**config.mk**
```make
export PLATFORM = sky130hd
export DESIGN_NAME = divider_flow_control
export DESIGN_NICKNAME = d
export VERILOG_FILES = /design/src/rtl/divider_pkg.sv /design/src/rtl/sync_fifo.sv /design/src/rtl/divider_flow_control.sv
export SDC_FILE = /design/constraint.sdc
export NUM_CORES = 2
export LEC_CHECK = 0
export ABC_CLOCK_PERIOD_IN_PS = 5200
export CAP_MARGIN = 20
export CORE_MARGIN = 2
export CORE_UTILIZATION = 50
export CTS_CLUSTER_SIZE = 40
export DETAILED_ROUTE_END_ITERATION = 8
export GPL_TIMING_DRIVEN = 0
export HOLD_SLACK_MARGIN = 0.06
export PLACE_DENSITY = 0.67
export SLEW_MARGIN = 25
export SYNTH_ARGS = -nofsm -noshare
export SYNTH_HDL_FRONTEND = slang
export SYNTH_HIERARCHICAL = 1
export SYNTH_SLANG_ARGS = --single-unit
```
**constraint.sdc**
```tcl
create_clock -name clock -period 5.2 [get_ports clock]
set_input_delay 0.52 -clock clock [delete_from_list [all_inputs] [get_ports clock]]
set_output_delay 0.52 -clock clock [all_outputs]
set_load 0.01 [all_outputs]
```
**src/rtl/divider_pkg.sv**
```systemverilog
// rtl/divider_pkg.sv - shared types and widths for the divider flow-control wrapper
// Contents: TAG_W (result tag width), default operand widths, the result record
// and the wrapper's two-state flush/run type.
package divider_pkg;

    localparam int TAG_W      = 6;
    localparam int DIVIDEND_W = 16;
    localparam int DIVISOR_W  = 8;

    typedef struct packed {
        logic [TAG_W-1:0]      tag;
        logic [DIVIDEND_W-1:0] quotient;
        logic [DIVIDEND_W-1:0] remainder;
    } div_result_t;

    typedef enum logic {
        ST_FLUSH = 1'b0,
        ST_RUN   = 1'b1
    } flow_state_t;

endpackage

```
**src/rtl/sync_fifo.sv**
```systemverilog
// rtl/sync_fifo.sv - single-clock FIFO with registered storage and full/empty flags
// Ports:
//   clock, reset_n      clock and asynchronous active-low reset
//   push, push_data     write request and data; a push while full with no pop is dropped
//   pop, pop_data       read request and head-of-queue data (valid while !empty)
//   full, empty         occupancy flags
module sync_fifo #(
    parameter int width = 38,
    parameter int depth = 32
) (
    input  logic             clock,
    input  logic             reset_n,
    input  logic             push,
    input  logic [width-1:0] push_data,
    input  logic             pop,
    output logic [width-1:0] pop_data,
    output logic             full,
    output logic             empty
);

    localparam int AW = $clog2(depth);

    logic [width-1:0] mem [depth];
    logic [AW-1:0]    wr_ptr;
    logic [AW-1:0]    rd_ptr;
    logic [AW:0]      count;
    logic             wr_ok;
    logic             rd_ok;

    // A pop in the same cycle frees the slot, so a full FIFO still accepts a push.
    assign rd_ok = pop && !empty;
    assign wr_ok = push && (!full || rd_ok);

    assign full     = (count == (AW+1)'(depth));
    assign empty    = (count == '0);
    assign pop_data = mem[rd_ptr];

    always_ff @(posedge clock or negedge reset_n) begin
        if (!reset_n) begin
            wr_ptr <= '0;
            rd_ptr <= '0;
            count  <= '0;
            for (int i = 0; i < depth; i++) begin
                mem[i] <= '0;
            end
        end else begin
            if (wr_ok) begin
                mem[wr_ptr] <= push_data;
                wr_ptr      <= wr_ptr + 1'b1;
            end
            if (rd_ok) begin
                rd_ptr <= rd_ptr + 1'b1;
            end
            case ({wr_ok, rd_ok})
                2'b10:   count <= count + 1'b1;
                2'b01:   count <= count - 1'b1;
                default: count <= count;
            endcase
        end
    end

endmodule

```
**src/rtl/divider_flow_control.sv**
```systemverilog
// rtl/divider_flow_control.sv - valid/ready wrapper with credits and result FIFO around pipelined_divider
// Ports:
//   clock, reset_n                     clock and asynchronous active-low reset
//   s_valid/s_ready/s_dividend/s_divisor   client request stream
//   div_input_valid/tag, div_dividend/divisor  to the divider
//   div_output_valid/tag, div_quotient/remainder  from the divider
//   m_valid/m_ready/m_tag/m_quotient/m_remainder  result stream
//   reserved_count                     results in flight plus results buffered
//   tag_error, overflow_error          sticky error flags
module divider_flow_control
    import divider_pkg::*;
#(
    parameter int dividend_width = 16,
    parameter int divisor_width  = 8,
    parameter int fifo_depth     = 32,
    parameter int div_latency    = dividend_width + 3
) (
    input  logic                      clock,
    input  logic                      reset_n,
    input  logic                      s_valid,
    output logic                      s_ready,
    input  logic [dividend_width-1:0] s_dividend,
    input  logic [divisor_width-1:0]  s_divisor,
    output logic                      div_input_valid,
    output logic [TAG_W-1:0]          div_input_tag,
    output logic [dividend_width-1:0] div_dividend,
    output logic [divisor_width-1:0]  div_divisor,
    input  logic                      div_output_valid,
    input  logic [TAG_W-1:0]          div_output_tag,
    input  logic [dividend_width-1:0] div_quotient,
    input  logic [dividend_width-1:0] div_remainder,
    output logic                      m_valid,
    input  logic                      m_ready,
    output logic [TAG_W-1:0]          m_tag,
    output logic [dividend_width-1:0] m_quotient,
    output logic [dividend_width-1:0] m_remainder,
    output logic [6:0]                reserved_count,
    output logic                      tag_error,
    output logic                      overflow_error
);

    localparam int ENTRY_W = TAG_W + 2 * dividend_width;
    localparam int CNT_W   = $clog2(div_latency + 2);

    flow_state_t        state;
    logic [CNT_W-1:0]   flush_cnt;
    logic [TAG_W-1:0]   issue_tag;
    logic [TAG_W-1:0]   expect_tag;

    logic               issue;
    logic               pop;
    logic               capture;
    logic               fifo_full;
    logic               fifo_empty;
    logic [ENTRY_W-1:0] push_data;
    logic [ENTRY_W-1:0] pop_data;

    // Credits cover both in-flight and buffered results, so an issued request
    // always has a FIFO slot waiting for it.
    assign s_ready = (state == ST_RUN) && (reserved_count < 7'(fifo_depth));
    assign issue   = s_valid && s_ready;
    assign pop     = m_valid && m_ready;

    assign div_input_valid = issue;
    assign div_input_tag   = issue_tag;
    assign div_dividend    = s_dividend;
    assign div_divisor     = s_divisor;

    // The divider has no reset; anything it emits before RUN is stale.
    assign capture   = (state == ST_RUN) && div_output_valid;
    assign push_data = {div_output_tag, div_quotient, div_remainder};

    assign m_valid     = !fifo_empty;
    assign m_tag       = pop_data[ENTRY_W-1 -: TAG_W];
    assign m_quotient  = pop_data[2*dividend_width-1 -: dividend_width];
    assign m_remainder = pop_data[dividend_width-1:0];

    always_ff @(posedge clock or negedge reset_n) begin
        if (!reset_n) begin
            state     <= ST_FLUSH;
            flush_cnt <= '0;
        end else begin
            case (state)
                ST_FLUSH: begin
                    // div_latency+1 cycles drains every stage of the divider pipeline.
                    if (flush_cnt == CNT_W'(div_latency)) begin
                        state <= ST_RUN;
                    end else begin
                        flush_cnt <= flush_cnt + 1'b1;
                    end
                end
                default: state <= ST_RUN;
            endcase
        end
    end

    always_ff @(posedge clock or negedge reset_n) begin
        if (!reset_n) begin
            issue_tag      <= '0;
            expect_tag     <= '0;
            reserved_count <= '0;
            tag_error      <= 1'b0;
            overflow_error <= 1'b0;
        end else begin
            if (issue) begin
                issue_tag <= issue_tag + 1'b1;
            end
            case ({issue, pop})
                2'b10:   reserved_count <= reserved_count + 7'd1;
                2'b01:   reserved_count <= reserved_count - 7'd1;
                default: reserved_count <= reserved_count;
            endcase
            if (capture) begin
                expect_tag <= expect_tag + 1'b1;
                if (div_output_tag != expect_tag) begin
                    tag_error <= 1'b1;
                end
                if (fifo_full && !pop) begin
                    overflow_error <= 1'b1;
                end
            end
        end
    end

    sync_fifo #(
        .width (ENTRY_W),
        .depth (fifo_depth)
    ) u_result_fifo (
        .clock     (clock),
        .reset_n   (reset_n),
        .push      (capture),
        .push_data (push_data),
        .pop       (pop),
        .pop_data  (pop_data),
        .full      (fifo_full),
        .empty     (fifo_empty)
    );

endmodule
```
# After elaboration in Yosys (flattened, before gate mapping)
# Index checks and enable logic that the tools add are counted.
dict set report totals {
  reg_bits 1259
  latchBits 0
  ramBits 0
  rom_bits 0
  word_cells 94
  mem_count 0
}
dict set report classes {
  n_addsub 9
  mul 0
  div 0
  n_lt_le_gt_ge 4
  n_eq_ne 7
  shift 0
  muxes 10
  n_bitwise 4
  reduce_logical 18
}
# cell count
set op_table {}
lappend op_table {{$bwmux W1216} 1}
lappend op_table {{$bmux W38 S5} 1}
lappend op_table {{$demux W38 S5} 1}
lappend op_table {{$mux W38} 3}
lappend op_table {{$add A6 B1 Y6 const B} 3}
lappend op_table {{$add A5 B1 Y5 const B} 3}
lappend op_table {{$pmux W7 S2} 1}
lappend op_table {{$ge A6 B6 Y1 const B} 2}
lappend op_table {{$not A5 Y6} 2}
lappend op_table {{$pmux W6 S2} 1}
lappend op_table {{$logic_and A1 B1 Y1} 8}
lappend op_table {{$add A7 B1 Y7 const B} 1}
lappend op_table {{$lt A7 B6 Y1 const B} 1}
lappend op_table {{$sub A7 B1 Y7 const B} 1}
lappend op_table {{$eq A6 B6 Y1 const B} 1}
lappend op_table {{$logic_not A6 Y1} 1}
lappend op_table {{$lt A6 B1 Y1 const B} 1}
lappend op_table {{$ne A6 B6 Y1} 1}
lappend op_table {{$reduce_and A2 Y1} 3}
lappend op_table {{$sub A6 B1 Y6 const B} 1}
lappend op_table {{$eq A5 B5 Y1 const B} 1}
lappend op_table {{$eq A2 B1 Y1 const B} 2}
lappend op_table {{$eq A2 B2 Y1 const B} 2}
lappend op_table {{$reduce_bool A2 Y1} 2}
lappend op_table {{other kinds (4)} 8}

# Longest topological paths before layout
dict set report logic_depth {
  word_depth 8
  depth_mapped 13
  mapped_depth_nobuf 11
}

# Modules after synthesis
# The synthesis kept the hierarchy.
# mod instances cells_each area_each_um2 seq_area_each_um2
set by_module_without_submodules {}
lappend by_module_without_submodules {sync_fifo 1 3576 55864.8 30829.6}
lappend by_module_without_submodules {divider_flow_control 1 157 1622.8 675.6}

# Worst setup path after synthesis
# No wires, ideal clock.
dict set report synth_path {
  path_kind {register to register}
  from {register u_result_fifo.count[3]}
  to {register u_result_fifo.count[5]}
  setup_ns 0.126
  arrival_ns 3.698
  slack_ns 1.375
  stages_incl_launch_ff 13
  path_buffers 2
  cell_sequence {dfrtp_1 -> or4_1 -> buf_2 -> nor3_1 -> nor2b_1 -> nor4_4 -> buf_6 -> nand2b_1 -> ha_1 -> ha_1 -> a311o_1 -> or3b_2 -> xnor2_1}
}
dict set report synth_via {
  elab_chain_len 8
  elab_cells_between_ends 14
}
# element line_no
set synth_rtl {}
lappend synth_rtl {{start, declared} sync_fifo.sv:26} ;# logic [AW:0] count;
lappend synth_rtl {{start signal, assigned} sync_fifo.sv:55} ;# 2'b10: count <= count + 1'b1;
lappend synth_rtl {{start signal, assigned} sync_fifo.sv:56} ;# 2'b01: count <= count - 1'b1;
lappend synth_rtl {{start signal, assigned} sync_fifo.sv:57} ;# default: count <= count;
lappend synth_rtl {{$logic_not A6 Y1 (*)} sync_fifo.sv:35} ;# assign empty = (count == '0);
lappend synth_rtl {{net fifo_empty} divider_flow_control.sv:54} ;# logic fifo_empty;
lappend synth_rtl {{$logic_not A1 Y1 (*)} divider_flow_control.sv:73} ;# assign m_valid = !fifo_empty;
lappend synth_rtl {{$logic_and A1 B1 Y1 (*)} divider_flow_control.sv:62} ;# assign pop = m_valid && m_ready;
lappend synth_rtl {{net pop} divider_flow_control.sv:51} ;# logic pop;
lappend synth_rtl {{$logic_and A1 B1 Y1 (*)} sync_fifo.sv:31} ;# assign rd_ok = pop && !empty;
lappend synth_rtl {{$logic_or A1 B1 Y1} sync_fifo.sv:32} ;# assign wr_ok = push && (!full || rd_ok);
lappend synth_rtl {{$logic_and A1 B1 Y1} sync_fifo.sv:32}
lappend synth_rtl {{$eq A2 B1 Y1 / $eq A2 B2 Y1 (equally long branches)} sync_fifo.sv:54} ;# case ({wr_ok, rd_ok})
lappend synth_rtl {{$pmux W6 S2 / $reduce_bool A2 Y1 (equally long branches)} n/a}
# Mark *: on every way through the listed nets, which the timed path passes. The rest lies on a longest branch.
# A chain may end at the register's enable or synchronous reset.

# Worst setup path in the final report
dict set report layout_path {
  from {register u_result_fifo.rd_ptr[3]}
  to {output port m_remainder[5]}
}
dict set report layout_via {
  elab_chain_len 4
}
# element line_no
set layout_rtl {}
lappend layout_rtl {{start, declared} sync_fifo.sv:25} ;# logic [AW-1:0] rd_ptr;
lappend layout_rtl {{start signal, assigned} sync_fifo.sv:52} ;# rd_ptr <= rd_ptr + 1'b1;
lappend layout_rtl {{$not A5 Y6 (implied by the code)} sync_fifo.sv:36} ;# assign pop_data = mem[rd_ptr];
lappend layout_rtl {{$bmux W38 S5} sync_fifo.sv:36}
lappend layout_rtl {{$mux W38 (implied by the code) (2 in series)} sync_fifo.sv:36}
lappend layout_rtl {{end, declared} divider_flow_control.sv:36} ;# output logic [dividend_width-1:0] m_remainder,
# No other way between the ends. The select of a mux whose other input is x is not followed.

==> flow_metrics.py <==
metrics = {
    "outcome": {
        "status": "completed",
    },
    "drt": {
        "top_layer": "met4",
        "drt-total-wl_mm": 157,
        "vias": 33891,
        "drtIter0Drc": 2440,
        "wl_met1_mm": 68.7,
        "antenna_left": 0,
        "vias_per_cell": 6.03,
        "wl_per_cell_um": 27.9,
        "dr_wl_met2_mm": 74.1,
        "dr.pass1.iters": 5,
        "drc": 0,
        "dr_wl_met3_mm": 9.38,
    },
    "worst_setup_path": {
        "crit_required_ps": 4680,
        "crit_top_cell": "clkbuf_1",
        "startpoint": "u_result_fifo/rd_ptr[3]$_DFFE_PN0P_",
        "r2r_setup_slack_ps": 630,
        "rr_worst_depth": 13,
        "crit_buf_inv": 5,
        "critPathTopFamily": "buffers and inverters",
        "r2r_start": "u_result_fifo/count[3]$_DFFE_PN0P_",
        "crit_path_start_kind": "flip-flop",
        "cp_max_fo": 15,
        "cp-end-kind": "output pin",
        "cp_slowest_cell": "clkbuf_1",
        "cp_cell_sequence": "clkbuf_1 -> nor2b_1 -> clkbuf_2 -> buf_16 -> clkbuf_1 -> a21oi_1 -> a22oi_1 -> clkdlybuf4s50_1",
        "worst_ep_arrival_time_ps": 4670,
        "r2r-end": "u_result_fifo/count[5]$_DFFE_PN0P_",
        "worst-setup-path-type": "reg -> out",
        "cp_slowest_stage_delay_ps": 770,
    },
    "floorplan": {
        "die_x_um": 343,
        "core.rowCount": 124,
        "die_h_um": 343,
        "ios": 147,
        "die_area_um2": 118000,
        "start_util": 0.503,
        "core-area_um2": 114000,
    },
    "sta": {
        "tns_ps": 0,
        "rsz0062_at_grt": "false",
        "setup_ws_ps": 5.40,
        "min_period_over_period": 0.999,
        "finalHoldViolCount": 0,
        "fmax_mhz": 193,
        "max-slew-margin-rel": 0.231,
        "setup_violations": 0,
        "slew_viol_final": 0,
        "skew_ps": 28.3,
        "min_period_ps": 5190,
        "tightest_slew_ps": 1150,
    },
    "logic_synthesis": {
        "synth_edf_count": 0,
        "synth_ff_type": "dfrtp_1",
        "syn_avg_cell_area_um2": 15.4,
        "yosys_warnings": 6,
        "synth_nets": 3821,
        "synth_cells": 3733,
        "async_reset_ff_frac": 1.00,
        "yosysUniqueCellTypes": 56,
        "ys_ff_latch": 1259,
        "yosysSeqAreaShare": 0.548,
        "syn_area_um2": 57500,
    },
    "clocking": {
        "clkLatencyLatePin_ps": 750,
        "cts_buffers": 138,
        "clock_sinks": 1259,
        "path_clk_slew_ps": 60,
        "cts-root-buf": "clkbuf_16",
        "htree_levels": 4,
        "clock_path_buffers": 3,
        "cts_tree": "done",
    },
    "power_and_ir_drop": {
        "power_density_nw_per_um2": 591,
        "netSwitchingPower_w": 0.0126,
        "pwr-share-clk": 0.254,
        "power_frac_comb": 0.358,
        "total_leakage_power_nw": 30.1,
        "max-vdd-ir-drop_mv": 0.378,
        "p_int_w": 0.0261,
        "swShare": 0.325,
        "seq_power_share": 0.388,
    },
    "run": {
        "max-cap-violations": 0,
    },
    "global_routing": {
        "grtUsageTotal": 0.273,
        "grt_pass1_vias": 35691,
        "grt_max_degree": 139,
        "grt_antenna_before_repair": 2,
        "grt_overflow": 0,
        "grt_pass1_wl_mm": 236,
    },
    "min_path": {
        "hold_path.class": "in -> async",
    },
    "place": {
        "gp_congestion": 0.817,
        "dp_cells": 5378,
        "pre_cts_ws_ps": 229,
        "dpl-instance-area_um2": 60900,
        "hpwl_mm": 106,
        "port_buffers": 122,
    },
    "finish": {
        "area_growth_pct": 14.0,
        "drive_above_1_share": 0.456,
        "final_nets": 4095,
        "finish.instance_area_um2": 65500,
        "diodes": 0,
        "final_cells": 5616,
    },
}
==> area by class of cell <==
class	count	area, µm²
fillers	9163	48700
flip-flops and latches	1259	31500
multi-input cells	2069	23800
clock buffers	204	4120
plain buffers	392	2150
well taps	1512	1890
repair buffers	135	1560
clock inverters	33	428
inverters	12	45.0
==> worst max-delay path by stage <==
stage	to	slack (ps)	depth (start not counted)
5_1_grt	m_tag[4]	2	6
3_5_place_dp	m_tag[4]	230	6
2_1_floorplan	u_result_fifo/count[5]$_DFFE_PN0P_	1380	12
3_3_place_gp	u_result_fifo/mem[1084]$_DFFE_PN0P_	-54550	1
6_report	m_remainder[5]	5	8
4_1_cts	m_quotient[8]	30	9
==> layout by cell type (no fill, tap or decap), drive strengths merged, types with 5 or more instances in the layout <==
cell and instances:
xor2 13, o221ai 74, nand3 7, mux2 1221, a21o 5, nand4 6, a22oi 111, clkdlybuf4s50 121
nor3 26, nand2 22, dfrtp 1259, ha 19, mux2i 152, inv 20, o21ai 12, clkbuf 408
a21oi 82, xnor2 24, clkinv 13, nor2 19, bufinv 9, mux4 229, buf 200
==> metal layers <==
layer | vias to the layer above | global-route usage
li1 | 14404 | -
met1 | 18318 | 0.377
met2 | 922 | 0.430
met3 | 247 | 0.0608
met4 | 0 | 0.0897
met5 | - | 0
==> state kept, by name, indices dropped and copies added, names as in the netlist <==
signal	cells
tag_error	1
u_result_fifo/wr_ptr	5
state	1
overflow_error	1
div_input_tag	6
u_result_fifo/mem	1216
reserved_count	7
expect_tag	6
u_result_fifo/rd_ptr	5
u_result_fifo/count	6
flush_cnt	5
==> synthesized netlist by cell type, drive strengths merged (2+ instances only) <==
cell | count | area [µm²]
mux4 | 229 | 5160
xor2 | 13 | 114
nor3 | 26 | 130
a2111oi | 2 | 17.5
nor2 | 19 | 71.3
a21o | 5 | 37.5
fa | 2 | 40.0
o21ai | 12 | 60.1
a21oi | 82 | 410
inv | 12 | 45.0
or3b | 3 | 26.3
mux2 | 1221 | 13800
mux2i | 152 | 1520
nand2 | 22 | 82.6
nor4 | 4 | 40.0
nand4 | 6 | 37.5
nor4b | 2 | 17.5
nand3 | 7 | 40.0
clkbuf | 203 | 762
nand2b | 3 | 18.8
xnor2 | 24 | 210
dfrtp | 1259 | 31500
nand3b | 4 | 30.0
ha | 19 | 238
buf | 190 | 1350
a22oi | 111 | 833
nor2b | 4 | 25.0
nor3b | 3 | 22.5
o221ai | 74 | 648
==> per-stage QoR <==
| step | hold slack [ps] | util | total power [W] |
|---|---|---|---|
| 5_1_grt | 301 | 0.574 | 0.0405 |
| 4_1_cts | 262 | 0.574 | 0.0389 |
| 3_5_place_dp | 401 | 0.534 | 0.0289 |
| 6_report | 298 | 0.574 | 0.0387 |
| 3_3_place_gp | 443 | 0.531 | 0.0288 |
| 2_1_floorplan | 224 | - | 0.0239 |
==> power groups by stage <==
stage	sequential, W	combinational (W)	clock, W
after floorplan	0.0146	0.00931	0
after global placement	0.0153	0.0135	0
after detailed placement	0.0151	0.0138	0
after CTS	0.0150	0.0139	0.0100
after global routing	0.0154	0.0147	0.0105
final	0.0150	0.0139	0.00983
==> timing repair <==
action	CTS	global route
endpoints found under the hold margin	48	0
gates cloned	0	0
hold buffers	1	0
setup buffers	0	0
endpoints found under the setup margin	38	2
pin swaps	0	0
resized for setup	8	1
==> cells by family after synthesis <==
kind of cell	Yosys count	synth area share
multiplexers	1602	0.357
adder cells (fa/ha/maj)	21	0.00483
XOR/XNOR	37	0.00564
flip-flops	1259	0.548
AO/OA/AOI/OAI	297	0.0367
buffers and inverters	405	0.0375
AND/OR/NAND/NOR	112	0.0108
Power figures use the tool's default switching activity.
